--- src/rtl/instr_ctrl.sv ---
// Instruction control unit: latches one instruction, decodes it, and sequences
// DECODE/EXEC/WB (or ERR) with registered control pulses; one instruction per 4 cycles.
module instr_ctrl #(
  parameter int RETIRE_W = 16
) (
  input  logic                clk,
  input  logic                reset,
  input  logic [15:0]         instr,
  input  logic                instr_valid,
  output logic                instr_ready,
  input  logic [15:0]         psr_flags,
  output logic [5:0]          alucont,
  output logic [4:0]          ra1,
  output logic [4:0]          ra2,
  output logic                regwrite,
  output logic                pc_load,
  output logic                done,
  output logic                illegal,
  output logic [RETIRE_W-1:0] retired
);

  typedef enum logic [2:0] {IDLE, DECODE, EXEC, WB, ERR} state_t;

  localparam logic [5:0] ALU_AND   = 6'd0;
  localparam logic [5:0] ALU_OR    = 6'd1;
  localparam logic [5:0] ALU_XOR   = 6'd2;
  localparam logic [5:0] ALU_ADD   = 6'd3;
  localparam logic [5:0] ALU_SUB   = 6'd4;
  localparam logic [5:0] ALU_CMP   = 6'd5;
  localparam logic [5:0] ALU_MOV   = 6'd6;
  localparam logic [5:0] ALU_LSH   = 6'd7;
  localparam logic [5:0] ALU_LUI   = 6'd8;
  localparam logic [5:0] ALU_JCOND = 6'd9;
  localparam logic [5:0] ALU_JAL   = 6'd10;

  localparam logic [RETIRE_W-1:0] RET_ONE = {{(RETIRE_W-1){1'b0}}, 1'b1};

  state_t      state;
  logic [15:0] ir;
  logic [5:0]  dec_alu;
  logic        dec_legal;
  logic        cond_ok;

  logic [3:0] ir_op, ir_rd, ir_ext, ir_rs;
  assign ir_op  = ir[15:12];
  assign ir_rd  = ir[11:8];
  assign ir_ext = ir[7:4];
  assign ir_rs  = ir[3:0];

  logic flg_c, flg_l, flg_f, flg_z, flg_n;
  assign flg_c = psr_flags[0];
  assign flg_l = psr_flags[2];
  assign flg_f = psr_flags[5];
  assign flg_z = psr_flags[6];
  assign flg_n = psr_flags[7];

  logic unused_flags;
  assign unused_flags = ^{psr_flags[15:8], psr_flags[4:3], psr_flags[1]};

  assign instr_ready = (state == IDLE);

  always_comb begin
    dec_alu   = ALU_AND;
    dec_legal = 1'b0;
    case (ir_op)
      4'h0: begin
        dec_legal = 1'b1;
        case (ir_ext)
          4'h1:    dec_alu = ALU_AND;
          4'h2:    dec_alu = ALU_OR;
          4'h3:    dec_alu = ALU_XOR;
          4'h5:    dec_alu = ALU_ADD;
          4'h9:    dec_alu = ALU_SUB;
          4'hB:    dec_alu = ALU_CMP;
          4'hD:    dec_alu = ALU_MOV;
          default: dec_legal = 1'b0;
        endcase
      end
      4'h8: begin
        dec_alu   = ALU_LSH;
        dec_legal = (ir_ext == 4'h4);
      end
      4'hF: begin
        dec_alu   = ALU_LUI;
        dec_legal = 1'b1;
      end
      4'h4: begin
        dec_legal = 1'b1;
        case (ir_ext)
          4'hC:    dec_alu = ALU_JCOND;
          4'h8:    dec_alu = ALU_JAL;
          default: dec_legal = 1'b0;
        endcase
      end
      default: dec_legal = 1'b0;
    endcase
  end

  // Jump condition comes from the rd field, evaluated against flags live in EXEC.
  always_comb begin
    cond_ok = 1'b0;
    case (ir_rd)
      4'h0: cond_ok = flg_z;
      4'h1: cond_ok = ~flg_z;
      4'h2: cond_ok = flg_c;
      4'h3: cond_ok = ~flg_c;
      4'h4: cond_ok = flg_l;
      4'h5: cond_ok = ~flg_l;
      4'h6: cond_ok = flg_n;
      4'h7: cond_ok = ~flg_n;
      4'h8: cond_ok = flg_f;
      4'h9: cond_ok = ~flg_f;
      4'hA: cond_ok = ~flg_l & ~flg_z;
      4'hB: cond_ok = flg_l | flg_z;
      4'hC: cond_ok = ~flg_n & ~flg_z;
      4'hD: cond_ok = flg_n | flg_z;
      4'hE: cond_ok = 1'b1;
      default: cond_ok = 1'b0;
    endcase
  end

  always_ff @(posedge clk or posedge reset) begin
    if (reset) begin
      state    <= IDLE;
      ir       <= '0;
      alucont  <= '0;
      ra1      <= '0;
      ra2      <= '0;
      regwrite <= 1'b0;
      pc_load  <= 1'b0;
      done     <= 1'b0;
      illegal  <= 1'b0;
      retired  <= '0;
    end else begin
      regwrite <= 1'b0;
      pc_load  <= 1'b0;
      done     <= 1'b0;
      illegal  <= 1'b0;
      case (state)
        IDLE: begin
          if (instr_valid) begin
            ir    <= instr;
            state <= DECODE;
          end
        end
        DECODE: begin
          if (dec_legal) begin
            alucont <= dec_alu;
            ra1     <= {1'b0, ir_rd};
            ra2     <= {1'b0, ir_rs};
            state   <= EXEC;
          end else begin
            illegal <= 1'b1;
            state   <= ERR;
          end
        end
        // Pulses are registered here so they are visible for exactly the WB cycle.
        EXEC: begin
          regwrite <= (alucont != ALU_CMP) && (alucont != ALU_JCOND);
          pc_load  <= (alucont == ALU_JAL) || ((alucont == ALU_JCOND) && cond_ok);
          done     <= 1'b1;
          retired  <= retired + RET_ONE;
          state    <= WB;
        end
        WB:      state <= IDLE;
        ERR:     state <= IDLE;
        default: state <= IDLE;
      endcase
    end
  end

endmodule
--- config.mk ---
export PLATFORM = sky130hd
export DESIGN_NAME = instr_ctrl
export DESIGN_NICKNAME = d
export VERILOG_FILES = /design/src/rtl/instr_ctrl.sv
export SDC_FILE = /design/constraint.sdc
export NUM_CORES = 1
export LEC_CHECK = 0
export BUFFER_PORTS_ARGS = -buffer_cell sky130_fd_sc_hd__buf_2
export CORE_MARGIN = 5
export CORE_UTILIZATION = 55
export DETAILED_ROUTE_END_ITERATION = 8
export PLACE_DENSITY = 0.85
export SYNTH_ARGS = -nofsm -noshare
export SYNTH_HDL_FRONTEND = slang
export SYNTH_SLANG_ARGS = --single-unit
--- constraint.sdc ---
create_clock -name clk -period 4.34 [get_ports clk]
set_input_delay 0.868 -clock clk [delete_from_list [all_inputs] [get_ports clk]]
set_output_delay 0.868 -clock clk [all_outputs]
set_load 0.02 [all_outputs]
======== After elaboration in Yosys (flattened, before gate mapping) ========
Index checks and enable logic that the tools add are counted.
storage, ports and cells
  flip-flop bits (word level) ............. 53
  input port bits ......................... 35
  output and inout port bits .............. 37
  logic and storage cells ................. 79
cells by class
  add/subtract/negate cells ............... 1
  equal/unequal tests ..................... 34
  muxes and demuxes ....................... 15
  bitwise operators ....................... 9
  reductions and logical operators ........ 10
operators with widths
  kind                   number
  $eq 4x4->1 const B     14
  $eq 4x3->1 const B     7
  $pmux 3 s6             1
  $add 16x1->16 const B  1
  $eq 4x2->1 const B     4
  $pmux 4 s4             1
  $pmux 1 s15            1
  $eq 6x4->1 const B     2
  $pmux 3 s3             1
  $eq 4x1->1 const B     2
  $logic_not 4->1        2
  $pmux 4 s2             1
  $mux 1                 7
  $reduce_or 7->1        1
  $mux 3                 2
  $ne 6x3->1 const B     1
  $ne 6x4->1 const B     1
  $not 1->1              5
  $pmux 1 s4             1
  $reduce_and 2->1       2
  $eq 3x1->1 const B     1
  $eq 3x2->1 const B     1
  $logic_not 3->1        1
  $and 1x1->1            2
  other kinds (5)        7

======== Longest topological paths before layout ========
  depth after elaboration ................. 6
  depth in mapped cells ................... 7
  gate-level depth less buffers ........... 7

======== Worst setup path after synthesis ========
No wires, ideal clock.
  kind .................................... register to register
  from .................................... register state[1]
  to ...................................... register ir[0]
  library setup time ...................... 0.125 ns
  arrival ................................. 2.008 ns
  path slack .............................. 2.207 ns
  cell stages (with the launch flop) ...... 6
  buffers on the path ..................... 2
  clock period less this slack ............ 2.133 ns
  cell sequence ........................... dfrtp_1 -> nor3_1 -> and2_1 -> clkbuf_1 -> buf_2 -> mux2_2
on the way
  cells in the longest elaborated chain, start to end .. 2
ends and longest elaborated chain
  what                        RTL line  text
  from (decl)                 38        state_t state;
  from (signal assigned)      124       state <= IDLE;
  from (signal assigned)      143       state <= DECODE;
  from (signal assigned)      151       state <= EXEC;
  $logic_not 3->1             --
  named net instr_ready       10        output logic instr_ready,
  $reduce_and 2->1 (no line)  --
  to (signal assigned)        142       ir <= instr;
  to (decl)                   39        logic [15:0] ir;
The timed path passes the listed nets, and every way through them passes these cells.
A chain may end at the register's enable or synchronous reset.

======== Worst setup path after layout ========
  from .................................... register ir[5]
  to ...................................... register ra1[3]
on the way
  cells in the longest elaborated chain, start to end .. 5
ends and longest elaborated chain
  what                                                                 RTL line  text
  $eq 4x4->1, or another cell as far along                             68        case (ir_ext)
  $reduce_or 7->1 (no line) / $reduce_or 2->1 (equally long branches)  --
  $mux 1 (on tied branches)                                            68, 89
  $pmux 1 s4 (*)                                                       65        case (ir_op)
  $reduce_and 2->1 (no line) (*)                                       --
  to (signal assigned)                                                 149       ra1 <= {1'b0, ir_rd};
  to (decl)                                                            13        output logic [4:0] ra1,
Mark *: on every way between the ends. The rest lies on a longest branch, timed or not.

==> metrics.md <==
| Metric | Value |
|---|---|
| Worst path slowest cell | a21oi_2 |
| Die width | 75.5 um |
| Status | complete, no violations |
| Final Critical Period | about 2.2 ns |
| Worst-case clock buffer depth | 2 |
| ANT cells | 0 |
| # Post-CTS Setup Buffers | 0 |
| Area leader, netlist | dfrtp_1 |
| Crit path arrival time | between 2 and 2.5 ns |
| Fin util | 66.9% |
| Crit path max-delay family | compound AO/OA/AOI/OAI gates |
| Netlist Area Pre-Place | 2360 um^2 |
| Nets@finish | slightly below 300 |
| Min-Delay Path Class | reg -> reg |
| Req. time, crit path | between 4 and 5 ns |
| Sequential area share after synthesis | about 54% |
| DIE HEIGHT | ~76 um |
| Global-route wire length before repair | 7400 um |
| Synth area leaders | dfrtp_1 (54%), mux2_2 (8.6%), mux2_4 (5.1%) |
| Pin count of the biggest net entering global routing | 52 |
| Detailed Route WL | 4480 um |
| Number of synthesized flops with an enable pin | 0 |
| Type of origin of the critical path | register |
| Cell Chain, Critical Path | or3b_1, a21boi_1, o32ai_2, a21oi_2, mux2_2 |
| Mean Syn Cell Area | 11.9 um^2 |
| I/O pin cnt | slightly above 70 |
| Hold Vio Cnt, Final | 0 |
| Drt pass-1 iters | 4 |
| Initial Util | 57.8% |
| CP peak stage delay | 0.72 ns |
| MaxCap Viol Count | 0 |
| Hold Slack | around 0.48 ns |
| Fmax achieved | roughly 450 MHz |
| Fill count | between 300 and 400 |
| Clk pin slew, worst setup/hold paths | approximately 0.090 ns |
| Remaining global-route overflow | 0 |
| Post-CTS Hold Buffers | 0 |
| DPL Wire Length | 3260 um |
| Initial antenna violation count | 0 |
| Placed cells | just under 300 |
| Via density | between 5 and 6 |
| #FFs+latches synth | approximately 50 |
| Final GP Congestion | ~0.80 |
| Max Fanout on Critical Path | 13 |
| Iter 0 DRT Violations | 85 |
| Final std cells w/o fill | ~300 |
| Clk sinks | 51 |
| Clk root buf | clkbuf_8 |
| Post-synth top area share | between 50% and 60% |
| Setup crit end kind | register |
| Num CTS Buffers | 5 |
| Leak Pwr | around 1.4 nW |
| CTS H-tree lvls | 2 |
| Setup Viol. Count Final | 0 |
| CTS tree | yes |
| Number of global-route vias before repair | approximately 1600 |
| Distinct cell type count after synthesis | 44 |
| Area growth, synth to finish | 15.8% |
| Pwr/cell area | ~620 nW/um^2 |
| Final ANT Viol Nets | 0 |
| Crit path buf inv count | 0 |
| Worst slew margin | between 30% and 40% |
| Total die area | about 5700 um^2 |
| Share of cells above drive strength 1 | a little under two fifths |
| Post-synth top cells | dfrtp_1 (51), mux2_2 (18), nand2_1 (16), xnor2_1 (11) |
| Max VDD drop | between 300 and 400 uV |
| Core Area | 4090 um^2 |
| Drc violations | 0 |
| WS Path Type | reg -> reg |
| Top_reg_cell synth | dfrtp_1 |
| Clock Latency Late Sink | 0.31 ns |
| Rows | 23 |
| Buffers on Ports | 56 |
| Tot GR Track Use | approximately 17% |
| Max Slew Vio Count | 0 |
| Layout Skew | about 0.0090 ns |
| RSZ-0062 raised after global routing | false |
| Post_cts resized | 0 |
| Worst slew pin tran | 1.03 ns |
| Count leader, synth | dfrtp_1 |
| Synth warn | 0 |
| Sum of negative setup slack | 0 ns |
| Drt wl/cell | ~15 um |
| Async set-reset flop share out of synthesis | 100% |
| Fin crit share | 51.6% |
| Cells after Synth | just under 200 |
| Routed vias | about 1700 |
## worst register-to-register path: stages, from the launching register on
cell,delay (ns)
dfrtp_1,0.45
or3b_1,0.22
a21boi_1,0.19
o32ai_2,0.13
a21oi_2,0.72
mux2_2,0.43
## power by group
part,switching [mW],internal [mW],total [mW]
Clock,0.156,0.113,0.269
Sequential,0.178,0.629,0.807
Combinational,0.313,0.317,0.631
## registers in the layout, indices dropped and copies added, names as in the netlist
| register | count |
|---|---|
| illegal | 1 |
| ra2 | 4 |
| ra1 | 4 |
| done | 1 |
| alucont | 4 |
| ir | 16 |
| regwrite | 1 |
| pc_load | 1 |
| state | 3 |
| retired | 16 |
## layout by cell type (no fill, tap or decap), types with 2 or more instances in the layout
cell type	netlist	layout
a211oi_1	3	3
a21o_2	2	2
a21oi_1	3	3
a31oi_1	2	2
and3_1	5	5
buf_2	1	56
clkbuf_8	0	5
conb_1	1	4
dfrtp_1	51	51
inv_1	4	3
mux2_2	18	18
mux2_4	8	8
mux2i_1	3	3
nand2_1	16	16
nand2b_1	2	2
nand3_1	6	6
nand4_1	5	5
nand4b_1	2	2
nor2_1	8	8
nor3_1	3	3
o21ai_0	6	6
o22ai_1	2	2
o31ai_1	2	2
or3_1	3	3
xnor2_1	11	11
xor2_1	6	6
## cell type report
class | count | area (um^2) | share of cell area [%]
Clock inverter | 2 | 12.5 | 0.457
Sequential cell | 51 | 1280 | 46.7
Clock buffer | 6 | 72.6 | 2.65
Inverter | 5 | 18.8 | 0.686
Timing Repair Buffer | 56 | 280 | 10.2
Tap cell | 50 | 62.6 | 2.29
Multi-Input combinational cell | 134 | 1010 | 37.0
## path summary, 6_finish.rpt
| kind | start | to | slack, ns | cells past startpoint |
|---|---|---|---|---|
| worst max-delay path | ir[5]$_DFFE_PP0P_ | ra1[3]$_DFFE_PP0P_ | 2.10 | 5 |
| worst min-delay path | retired[15]$_DFFE_PP0P_ | retired[15]$_DFFE_PP0P_ | 0.48 | 1 |
| worst max register to register | ir[5]$_DFFE_PP0P_ | ra1[3]$_DFFE_PP0P_ | 2.10 | 5 |
| worst min register to register | retired[15]$_DFFE_PP0P_ | retired[15]$_DFFE_PP0P_ | 0.48 | 1 |
| max in group asynchronous | reset | ir[15]$_DFFE_PP0P_ | 2.90 | 2 |
| min in group asynchronous | reset | ra1[2]$_DFFE_PP0P_ | 0.80 | 2 |
## cell families after synthesis
kind of cell,after synthesis,share of synthesized area (%)
XOR/XNOR,17,6.30
multiplexers,29,14.9
buffers and inverters,16,3.60
other,1,0.159
AO/OA/AOI/OAI,26,7.79
flip-flops,51,54.0
adder cells (fa/ha/maj),1,0.530
AND/OR/NAND/NOR,57,12.7
## metal layers
layer | up-vias | track usage, % | routed length [um]
met4 | 0 | 6.41 | 67
met5 | - | 0 | 0
met2 | 53 | 29.4 | 2150
met1 | 794 | 20.6 | 1890
li1 | 800 | - | -
met3 | 9 | 5.01 | 372
## stage by stage
stage	area (um^2)	setup slack (ns)	total power, mW
4_1_cts	2740	2.08	1.72
6_report	2740	2.10	1.71
5_1_grt	2740	1.97	1.82
3_5_place_dp	2650	2.07	1.45
2_1_floorplan	2370	2.21	1.28
3_3_place_gp	2650	2.10	1.42
Power figures use the tool's default switching activity.
